[config.mk]
export PLATFORM = sky130hd
export DESIGN_NAME = vga_rx_monitor
export DESIGN_NICKNAME = d
export VERILOG_FILES = /design/src/rtl/vga_mon_pkg.sv /design/src/rtl/vga_line_meter.sv /design/src/rtl/vga_rx_monitor.sv
export SDC_FILE = /design/constraint.sdc
export NUM_CORES = 1
export LEC_CHECK = 0
export CAP_MARGIN = 20
export CORE_ASPECT_RATIO = 1.25
export CORE_MARGIN = 4
export CORE_UTILIZATION = 55
export CTS_BUF_LIST = sky130_fd_sc_hd__clkbuf_2
export CTS_CLUSTER_DIAMETER = 150
export DETAILED_ROUTE_END_ITERATION = 8
export PLACE_DENSITY = 0.78
export RECOVER_POWER = 100
export SLEW_MARGIN = 25
export SYNTH_ARGS = -nofsm -noshare
export SYNTH_HDL_FRONTEND = slang
export SYNTH_SLANG_ARGS = --single-unit
[constraint.sdc]
create_clock -name CLOCK_50 -period 4.4 [get_ports CLOCK_50]
set_clock_uncertainty 0.15 [all_clocks]
set_input_delay 0.66 -clock CLOCK_50 [delete_from_list [all_inputs] [get_ports CLOCK_50]]
set_output_delay 0.66 -clock CLOCK_50 [all_outputs]
set_load 0.01 [all_outputs]
[src/rtl/vga_mon_pkg.sv]
// Shared widths, 640x480@60 default geometry, FSM state type and counter helpers
// for the VGA receive-side monitor.
package vga_mon_pkg;

  localparam int CNT_W = 12;
  localparam logic [CNT_W-1:0] CNT_MAX = '1;

  localparam int DEF_H_TOTAL         = 800;
  localparam int DEF_H_ACTIVE        = 640;
  localparam int DEF_H_SYNC          = 96;
  localparam int DEF_V_TOTAL         = 525;
  localparam int DEF_V_ACTIVE        = 480;
  localparam int DEF_V_SYNC          = 2;
  localparam int DEF_SYNC_ACTIVE_LOW = 1;
  localparam int DEF_LOCK_FRAMES     = 2;

  typedef enum logic {SEARCH, MEASURE} mon_state_e;

  // Saturating increment; a saturated count is what the overflow logic keys on.
  function automatic logic [CNT_W-1:0] cnt_inc(input logic [CNT_W-1:0] c, input logic en);
    return (en && (c != CNT_MAX)) ? c + 1'b1 : c;
  endfunction

  function automatic logic [15:0] sig_step(input logic [15:0] sig, input logic [15:0] pix);
    return {sig[14:0], sig[15]} ^ pix;
  endfunction

endpackage

[src/rtl/vga_line_meter.sv]
// Per-line pixel, hsync and active counters with line-complete checking,
// a sticky per-frame line_bad flag and the last completed line's measurements.
module vga_line_meter
  import vga_mon_pkg::*;
#(
  parameter int H_TOTAL  = DEF_H_TOTAL,
  parameter int H_ACTIVE = DEF_H_ACTIVE,
  parameter int H_SYNC   = DEF_H_SYNC
) (
  input  logic             i_clk,
  input  logic             i_rst_n,
  input  logic             i_pix_en,
  input  logic             i_hs_act,
  input  logic             i_hs_edge,
  input  logic             i_blank_n,
  input  logic             i_frame_clr,
  output logic             o_line_done,
  output logic             o_act_line,
  output logic             o_line_bad,
  output logic             o_h_ovf,
  output logic [CNT_W-1:0] o_last_h_total,
  output logic [CNT_W-1:0] o_last_h_active,
  output logic [CNT_W-1:0] o_last_h_sync
);

  localparam logic [CNT_W-1:0] L_H_TOTAL  = CNT_W'(H_TOTAL);
  localparam logic [CNT_W-1:0] L_H_ACTIVE = CNT_W'(H_ACTIVE);
  localparam logic [CNT_W-1:0] L_H_SYNC   = CNT_W'(H_SYNC);

  logic [CNT_W-1:0] r_h_cnt, r_hs_cnt, r_act_cnt;
  logic             r_line_valid;
  logic             r_line_bad;
  logic             w_line_done;
  logic             w_mismatch;

  // A line only counts once a previous hsync edge opened it and it did not overflow.
  assign w_line_done = i_pix_en & i_hs_edge & r_line_valid & (r_h_cnt != CNT_MAX);
  // Blanking lines carry no active pixels, so the active width is checked only on lines that have some.
  assign w_mismatch  = (r_h_cnt != L_H_TOTAL) | (r_hs_cnt != L_H_SYNC) |
                       ((r_act_cnt != '0) & (r_act_cnt != L_H_ACTIVE));

  assign o_line_done = w_line_done;
  assign o_act_line  = (r_act_cnt != '0);
  assign o_line_bad  = r_line_bad;
  assign o_h_ovf     = i_pix_en & ~i_hs_edge & (r_h_cnt >= (CNT_MAX - 1'b1));

  always_ff @(posedge i_clk or negedge i_rst_n) begin
    if (!i_rst_n) begin
      r_h_cnt         <= '0;
      r_hs_cnt        <= '0;
      r_act_cnt       <= '0;
      r_line_valid    <= 1'b0;
      r_line_bad      <= 1'b0;
      o_last_h_total  <= '0;
      o_last_h_active <= '0;
      o_last_h_sync   <= '0;
    end else if (i_pix_en) begin
      if (i_hs_edge) begin
        r_h_cnt      <= CNT_W'(1);
        r_hs_cnt     <= CNT_W'(1);
        r_act_cnt    <= {{(CNT_W-1){1'b0}}, i_blank_n};
        r_line_valid <= 1'b1;
      end else begin
        r_h_cnt   <= cnt_inc(r_h_cnt, 1'b1);
        r_hs_cnt  <= cnt_inc(r_hs_cnt, i_hs_act);
        r_act_cnt <= cnt_inc(r_act_cnt, i_blank_n);
      end
      if (w_line_done) begin
        o_last_h_total <= r_h_cnt;
        o_last_h_sync  <= r_hs_cnt;
        // Keep the width of the last line that actually had video.
        if (r_act_cnt != '0) o_last_h_active <= r_act_cnt;
      end
      if (i_frame_clr)                 r_line_bad <= w_line_done & w_mismatch;
      else if (w_line_done & w_mismatch) r_line_bad <= 1'b1;
    end
  end

endmodule

[src/rtl/vga_rx_monitor.sv]
// VGA receive monitor: frame geometry, active-pixel signature, per-frame
// reports and lock/error tracking on top of the per-line meter.
module vga_rx_monitor
  import vga_mon_pkg::*;
#(
  parameter int H_TOTAL         = DEF_H_TOTAL,
  parameter int H_ACTIVE        = DEF_H_ACTIVE,
  parameter int H_SYNC          = DEF_H_SYNC,
  parameter int V_TOTAL         = DEF_V_TOTAL,
  parameter int V_ACTIVE        = DEF_V_ACTIVE,
  parameter int V_SYNC          = DEF_V_SYNC,
  parameter int SYNC_ACTIVE_LOW = DEF_SYNC_ACTIVE_LOW,
  parameter int LOCK_FRAMES     = DEF_LOCK_FRAMES
) (
  input  logic        CLOCK_50,
  input  logic        reset_reset_n,
  input  logic        pix_en,
  input  logic        vga_hs,
  input  logic        vga_vs,
  input  logic        vga_blank_n,
  input  logic [9:0]  vga_r,
  input  logic [9:0]  vga_g,
  input  logic [9:0]  vga_b,
  output logic        frame_done,
  output logic        frame_ok,
  output logic        locked,
  output logic [11:0] h_total_o,
  output logic [11:0] h_active_o,
  output logic [11:0] h_sync_o,
  output logic [11:0] v_total_o,
  output logic [11:0] v_active_o,
  output logic [11:0] v_sync_o,
  output logic [15:0] checksum,
  output logic [7:0]  err_count
);

  localparam logic             L_POL      = (SYNC_ACTIVE_LOW != 0);
  localparam logic [CNT_W-1:0] L_V_TOTAL  = CNT_W'(V_TOTAL);
  localparam logic [CNT_W-1:0] L_V_ACTIVE = CNT_W'(V_ACTIVE);
  localparam logic [CNT_W-1:0] L_V_SYNC   = CNT_W'(V_SYNC);
  localparam logic [7:0]       L_LOCK     = 8'(LOCK_FRAMES);

  mon_state_e       r_state, w_state_nxt;
  logic             r_hs_prev, r_vs_prev;
  logic [CNT_W-1:0] r_v_cnt, r_v_act_cnt, r_v_sync_cnt;
  logic [15:0]      r_sig;
  logic [7:0]       r_good_cnt;

  logic             w_hs_act, w_vs_act, w_hs_edge, w_vs_edge, w_frame_clr;
  logic             w_line_done, w_act_line, w_line_bad, w_h_ovf, w_ovf;
  logic             w_report, w_ovf_evt, w_frame_good;
  logic [CNT_W-1:0] w_last_h_total, w_last_h_active, w_last_h_sync;
  logic [CNT_W-1:0] w_v_cnt_nxt, w_v_act_nxt, w_v_sync_nxt;
  logic [15:0]      w_pix_word, w_sig_base, w_sig_nxt;
  logic [7:0]       w_good_nxt, w_err_nxt;
  logic             w_unused;

  assign w_hs_act    = vga_hs ^ L_POL;
  assign w_vs_act    = vga_vs ^ L_POL;
  assign w_hs_edge   = w_hs_act & ~r_hs_prev;
  assign w_vs_edge   = w_vs_act & ~r_vs_prev;
  assign w_frame_clr = pix_en & w_vs_edge;
  assign w_pix_word  = {vga_r[9:5], vga_g[9:5], vga_b[9:4]};
  assign w_unused    = ^{vga_r[4:0], vga_g[4:0], vga_b[3:0]};

  vga_line_meter #(
    .H_TOTAL (H_TOTAL),
    .H_ACTIVE(H_ACTIVE),
    .H_SYNC  (H_SYNC)
  ) u_line_meter (
    .i_clk          (CLOCK_50),
    .i_rst_n        (reset_reset_n),
    .i_pix_en       (pix_en),
    .i_hs_act       (w_hs_act),
    .i_hs_edge      (w_hs_edge),
    .i_blank_n      (vga_blank_n),
    .i_frame_clr    (w_frame_clr),
    .o_line_done    (w_line_done),
    .o_act_line     (w_act_line),
    .o_line_bad     (w_line_bad),
    .o_h_ovf        (w_h_ovf),
    .o_last_h_total (w_last_h_total),
    .o_last_h_active(w_last_h_active),
    .o_last_h_sync  (w_last_h_sync)
  );

  // The vsync-edge pixel belongs to the new frame: counters restart from zero before it is folded in.
  always_comb begin
    w_v_cnt_nxt  = cnt_inc(w_frame_clr ? '0 : r_v_cnt, w_hs_edge);
    w_v_sync_nxt = cnt_inc(w_frame_clr ? '0 : r_v_sync_cnt, w_hs_edge & w_vs_act);
    w_v_act_nxt  = cnt_inc(w_frame_clr ? '0 : r_v_act_cnt, w_line_done & w_act_line);
    w_sig_base   = w_frame_clr ? 16'h0000 : r_sig;
    w_sig_nxt    = vga_blank_n ? sig_step(w_sig_base, w_pix_word) : w_sig_base;
  end

  assign w_ovf        = w_h_ovf | (pix_en & (w_v_cnt_nxt == CNT_MAX));
  assign w_frame_good = ~w_line_bad & (r_v_cnt == L_V_TOTAL) &
                        (r_v_act_cnt == L_V_ACTIVE) & (r_v_sync_cnt == L_V_SYNC);
  assign w_good_nxt   = (r_good_cnt == 8'hFF) ? r_good_cnt : r_good_cnt + 8'd1;
  assign w_err_nxt    = (err_count == 8'hFF) ? err_count : err_count + 8'd1;

  always_ff @(posedge CLOCK_50 or negedge reset_reset_n) begin
    if (!reset_reset_n) r_state <= SEARCH;
    else                r_state <= w_state_nxt;
  end

  always_comb begin
    w_state_nxt = r_state;
    w_report    = 1'b0;
    w_ovf_evt   = 1'b0;
    case (r_state)
      SEARCH: begin
        if (w_frame_clr) w_state_nxt = MEASURE;
      end
      MEASURE: begin
        if (w_ovf) begin
          w_state_nxt = SEARCH;
          w_ovf_evt   = 1'b1;
        end else if (w_frame_clr) begin
          w_report = 1'b1;
        end
      end
    endcase
  end

  always_ff @(posedge CLOCK_50 or negedge reset_reset_n) begin
    if (!reset_reset_n) begin
      r_hs_prev    <= 1'b0;
      r_vs_prev    <= 1'b0;
      r_v_cnt      <= '0;
      r_v_act_cnt  <= '0;
      r_v_sync_cnt <= '0;
      r_sig        <= '0;
    end else if (pix_en) begin
      r_hs_prev    <= w_hs_act;
      r_vs_prev    <= w_vs_act;
      r_v_cnt      <= w_v_cnt_nxt;
      r_v_act_cnt  <= w_v_act_nxt;
      r_v_sync_cnt <= w_v_sync_nxt;
      r_sig        <= w_sig_nxt;
    end
  end

  always_ff @(posedge CLOCK_50 or negedge reset_reset_n) begin
    if (!reset_reset_n) begin
      frame_done <= 1'b0;
      frame_ok   <= 1'b0;
      locked     <= 1'b0;
      h_total_o  <= '0;
      h_active_o <= '0;
      h_sync_o   <= '0;
      v_total_o  <= '0;
      v_active_o <= '0;
      v_sync_o   <= '0;
      checksum   <= '0;
      err_count  <= '0;
      r_good_cnt <= '0;
    end else begin
      frame_done <= w_report;
      if (w_report) begin
        h_total_o  <= w_last_h_total;
        h_active_o <= w_last_h_active;
        h_sync_o   <= w_last_h_sync;
        v_total_o  <= r_v_cnt;
        v_active_o <= r_v_act_cnt;
        v_sync_o   <= r_v_sync_cnt;
        checksum   <= r_sig;
        frame_ok   <= w_frame_good;
        if (w_frame_good) begin
          r_good_cnt <= w_good_nxt;
          locked     <= (w_good_nxt >= L_LOCK);
        end else begin
          r_good_cnt <= '0;
          locked     <= 1'b0;
          err_count  <= w_err_nxt;
        end
      end else if (w_ovf_evt) begin
        r_good_cnt <= '0;
        locked     <= 1'b0;
        err_count  <= w_err_nxt;
      end
    end
  end

endmodule

Word-level counts from Yosys, hierarchy flattened
Cells that the tools add are included.

Mux-type cells: 34. Reductions and logical operators: 19. Bitwise logic cells: 27. Add/sub/neg operators: 8. $lt $le $gt $ge: 2. Equality and inequality tests: 16.

Operators by type and width (count): 12-bit two-way mux (12); 12-bit by 1-bit adder with 12-bit output (second input constant) (6); 12-bit inequality test (second input constant) (6); 8-bit two-way mux (8); 16-bit two-way mux (2); 12-bit by 10-bit inequality test with 1-bit output (second input constant) (2); 8-bit by 1-bit adder with 8-bit output (second input constant) (2); 1-bit bitwise AND (16); 8-bit equality test (second input constant) (2); 16-bit bitwise XOR (1); 2-bit AND reduction (7); 12-bit by 10-bit equality test with 1-bit output (second input constant) (1); 12-bit equality test (second input constant) (1); 12-bit by 2-bit equality test with 1-bit output (second input constant) (1); 12-bit by 9-bit equality test with 1-bit output (second input constant) (1); 12-bit >= comparator (second input constant) (1); 12-bit by 7-bit inequality test with 1-bit output (second input constant) (1); 12-bit nonzero test (1); 1-bit two-way mux (11); 2-bit nonzero test (5); 8-bit by 2-bit >= comparator with 1-bit output (second input constant) (1); 1-bit NOT (7); 1-bit logical AND (5); 1-bit bitwise OR (3); 3 further kinds (3).

Register bits after elaboration: 236. Output and inout port bits: 99.

Longest topological paths before layout
Depth after elaboration: 14. Gate-level depth with buffers: 12. Mapped depth without buffers: 10.

Modules after synthesis
A second synthesis with hierarchy kept.

Cell total of the unflattened synthesis: 1185. Area total of the unflattened synthesis: 11355.9 um2.

Modules (own cells, without submodules): vga_rx_monitor (area an instance 7514.7 um2, cells an instance 842, times used 1, sequential area each 4053.9 um2); vga_line_meter (area an instance 3841.2 um2, cells an instance 343, times used 1, sequential area each 1851.8 um2).

Worst setup path after synthesis
OpenSTA, ideal clock, no wires.

Path type: input -> register. Start: input port vga_vs. End: register err_count[1]. Arrival: 3.711 ns. Buffers on the path: 2. Stages on the path: 12. Setup slack: 0.412 ns. Cell sequence: or3b_1 > clkbuf_1 > clkbuf_1 > and2_1 > ha_1 > and3_1 > a2111o_1 > a311oi_2 > a31oi_1 > nor4b_4 > o21ai_2 > mux2_1.

Cells in the longest elaborated chain, start to end: 14.

Ends and longest elaborated chain: from (decl) (RTL line vga_rx_monitor.sv:19) `input logic vga_vs,`; 1-bit NOT (no source line) *; 1-bit bitwise AND * (RTL line vga_rx_monitor.sv:61) `assign w_vs_edge = w_vs_act & ~r_vs_prev;`; 1-bit bitwise AND * (RTL line vga_rx_monitor.sv:62) `assign w_frame_clr = pix_en & w_vs_edge;`; branches (longest 11 deep; another with 12-bit by 1-bit adder with 12-bit output); to (signal assigned) (RTL line vga_rx_monitor.sv:175) `err_count <= w_err_nxt;`; to (signal assigned) (RTL line vga_rx_monitor.sv:180) `err_count <= w_err_nxt;`; to (decl) (RTL line vga_rx_monitor.sv:34) `output logic [7:0] err_count`.

Mark *: on every way between the ends. A chain may end at the register's enable or synchronous reset.

Worst setup path after layout
Start: input port pix_en. End: register u_line_meter.o_last_h_active[10].

Cells in the longest elaborated chain, start to end: 4.

Ends and longest elaborated chain: from (decl) (RTL line vga_rx_monitor.sv:17) `input logic pix_en,`; 1-bit bitwise AND (3 in series) (RTL line vga_line_meter.sv:37) `assign w_line_done = i_pix_en & i_hs_edge & r_line_valid & (r_h_cnt != CNT_MAX);`; 3-bit AND reduction (no source line) *; to (signal assigned) (RTL line vga_line_meter.sv:72) `if (r_act_cnt != '0) o_last_h_active <= r_act_cnt;`; to (decl) (RTL line vga_line_meter.sv:22) `output logic [CNT_W-1:0] o_last_h_active,`.

Mark *: on every way between the ends. The rest lies on a longest branch, timed or not.

==> impl_metrics.csv <==
group,metric,value,unit
final_layout,final_core_util,65.6,%
sta,worstMarginPinSlew,2.57,ns
status,violations,"capacitance limit, slew limit",
place,gp_congestion,0.910,
sta,max_slew_margin,-71.6,%
setup_path,start_kind,"input port",
pwr,p_leak,6.10,nW
drt,viasPerCell,5.64,
cts,clk_pin_slew,0.12,ns
sta,max_freq,0.270,GHz
setup_path,criticalPathCategory,"in -> reg",
yosys,synth_flop_cell,"dfrtp_1",
die,die_h,165,um
yosys,synthDistinctLibCells,67,
yosys,ys_ff_latch,236,
drt,drc,0,
final_layout,final_nets,1204,
cts,htree_levels,2,
final_layout,drive_gt1_share,17.1,%
die,io_pins,135,
yosys,synthArstFlopShare,100,%
sta,fin_crit,3.70,ns
final_layout,nFillCells,1560,
sta,fin_crit_sh,84.2,%
final_layout,multiInputGateArea,4590,um^2
cts,clock-root-buffer,"clkbuf_2",
place,dp_hpwl,15700,um
pwr,cellPowerDensity,389,nW/um^2
yosys,synth-edff-count,0,
grt,grt_first_pass_wirelength,39500,um
grt,track_usage,21.7,%
grt,grt_overflow,0,
setup_path,crit_fanout,30,
die,die_x,133,um
cts,cts.sinks,236,
final_layout,areaGrowthSynthToFinish,17.9,%
sta,final.setup.tns,0,ns
yosys,synth_nets,1057,
drt,vias,8221,
pwr,vdd_drop_max,0.292,mV
yosys,synth_area,10800,um^2
sta,finalMaxSlewViolations,101,
die,die-area,21900,um^2
drt,wl,23400,um
grt,grt_pass1_vias,8180,
sta,timing.final.hold_violations,0,
cts,cts_max_path_buffers,3,
cts,cts_tree,"built",
die,start_util,55.6,%
drt,first_iter_violations,603,
cts,clk-insertion-delay-late,0.81,ns
cts,cts_made_buffers,54,
yosys,synthCells,1008,
drt,drt_pass1_iterations,5,
flow_run,maxCapViolations,1,
setup_path,critPathCaptureType,"flip-flop",
grt,antenna_found_initial,1,
worst_hold_path,hold_class,"reg -> reg",
place,portBuffers,120,
setup_path,arrival,4.24,ns
die,core.rowCount,57,
sta,setup_viol,0,
yosys,ys_seq_area_share,54.7,%
yosys,avgSynthCellArea,10.7,um^2
final_layout,regArea,5910,um^2
yosys,yosys_warnings,0,
grt,grt_start_max_net_pins,102,
status,status,"finished with violations",
drt,ant_nets,0,
drt,wl_per_cell,16.1,um
setup_path,cp.required,4.94,ns
die,core_area,19400,um^2
sta,rsz0062_at_grt,"false",
[registers in the layout, indices dropped and copies added (netlist names), 8 cells and up]
register                      flops
checksum                         16
r_v_cnt                          12
r_sig                            16
err_count                         8
u_line_meter.o_last_h_sync       12
v_total_o                        12
u_line_meter.r_act_cnt           12
h_sync_o                         12
u_line_meter.o_last_h_active     12
v_sync_o                         12
r_good_cnt                        8
v_active_o                       12
h_active_o                       12
r_v_act_cnt                      12
u_line_meter.r_h_cnt             12
u_line_meter.o_last_h_total      12
h_total_o                        12
r_v_sync_cnt                     12
u_line_meter.r_hs_cnt            12
[path summary, 6_finish.rpt]
path                                           start                               end  slack, ns  cells past startpoint
max                                           pix_en  u_line_meter.o_last_h_active[10]       0.70                      7
min                        u_line_meter.r_line_valid         u_line_meter.r_line_valid       0.32                      1
max reg2reg                                r_vs_prev                      err_count[1]       0.85                     11
min reg2reg                u_line_meter.r_line_valid         u_line_meter.r_line_valid       0.32                      1
max in group asynchronous              reset_reset_n                        r_v_cnt[9]       1.34                      3
min in group asynchronous              reset_reset_n                       checksum[9]       1.05                      2
[cells by family (layout without fill, tap and decap cells)]
group,Yosys count,count (layout),synth area share [%]
buffers and inverters,75,258,2.68
AOI/OAI and AO/OA,147,147,8.62
DFF,236,236,54.7
adders and majority gates,13,13,1.51
other,0,1,0
xor gates and xnor gates,64,64,5.20
muxes,101,101,10.5
and+or+nand+nor,372,372,16.7
[synthesized netlist by cell type, drive strengths merged, types with 6 or more instances]
| master | n | share of area, % |
|---|---|---|
| xor2 | 39 | 3.2 |
| a21oi | 27 | 1.3 |
| and3 | 13 | 0.75 |
| and2 | 14 | 0.81 |
| a31oi | 8 | 0.46 |
| clkbuf | 43 | 1.5 |
| mux2 | 100 | 10 |
| nor3b | 6 | 0.42 |
| buf | 6 | 0.24 |
| inv | 26 | 0.90 |
| dfrtp | 236 | 55 |
| nand4 | 27 | 1.6 |
| nor3 | 15 | 0.74 |
| nor4 | 12 | 0.81 |
| nand2 | 152 | 5.3 |
| nand3 | 32 | 1.5 |
| o2111ai | 6 | 0.49 |
| nor2 | 64 | 2.2 |
| ha | 13 | 1.5 |
| o21ai | 67 | 3.1 |
| xnor2 | 25 | 2.0 |
| or3 | 16 | 0.93 |
[final cells by class]
type,count,area share (%)
diodes,1,0.0197
clock buffers,82,3.23
clock inverters,10,0.295
inverters,26,0.767
multi-input cells,697,36.1
flip-flops and latches,236,46.4
well taps,265,2.61
repair buffers,140,10.6
[placed cells by master, fill, tap and decap left out, types with 7 or more instances in the layout]
cell type and count:
clkbuf_1 7, nor4_1 11, nand3_1 32, a21oi_1 27
dfrtp_1 236, clkdlybuf4s50_1 19, or3_1 16, clkbuf_2 84
buf_4 9, o21ai_0 65, nor2_1 63, nor3_1 15
nand2_1 152, a31oi_1 8, clkinv_1 9, nand4_1 27
mux2_2 99, dlygate4sd3_1 101, xnor2_1 25, ha_1 13
xor2_1 39, inv_1 25, and2_1 11, and3_1 13
[metal layers]
layer | vias to the layer above | global-route usage, % | wire [um] | part of all wire, %
li1 | 3880 | - | - | -
met1 | 4016 | 28.7 | 10100 | 43
met2 | 269 | 35.6 | 11300 | 48
met3 | 56 | 5.21 | 1480 | 6.3
met4 | 0 | 7.72 | 529 | 2.3
met5 | - | 0 | 0 | 0
[repair_timing]
action,4_1_cts,5_1_grt
endpoints found under the setup margin,0,0
hold buffers,1,0
gates resized for setup,0,0
hold endpoints to repair,97,0
buffers inserted,0,0
[stage by stage]
step                instance area, um^2  total power [mW]  hold WS, ns  cells  worst slack (ns)
floorplan                         10800              3.21        0.214   1008             0.412
global placement                  12300              3.73        0.298   1363             0.318
detailed placement                12300              3.76        0.295   1363             0.268
CTS                               12800              5.09        0.301   1456             0.955
global route                      12700              5.27        0.330   1457             0.431
finish                            12700              4.95        0.322   1457             0.697
[critical path: stages]
cell and delay, ns:
dlygate4sd3_1 0.53, clkbuf_1 0.95, nor4bb_1 0.56, o41ai_4 0.30, inv_2 0.34, o21ai_1 0.46, mux2_2 0.42
[report_power, final]
| part | switching, mW | internal, mW |
|---|---|---|
| clock network | 0.826 | 0.486 |
| registers | 0.234 | 2.45 |
| logic | 0.462 | 0.490 |
Note: power is estimated with default switching activity, not from simulation.
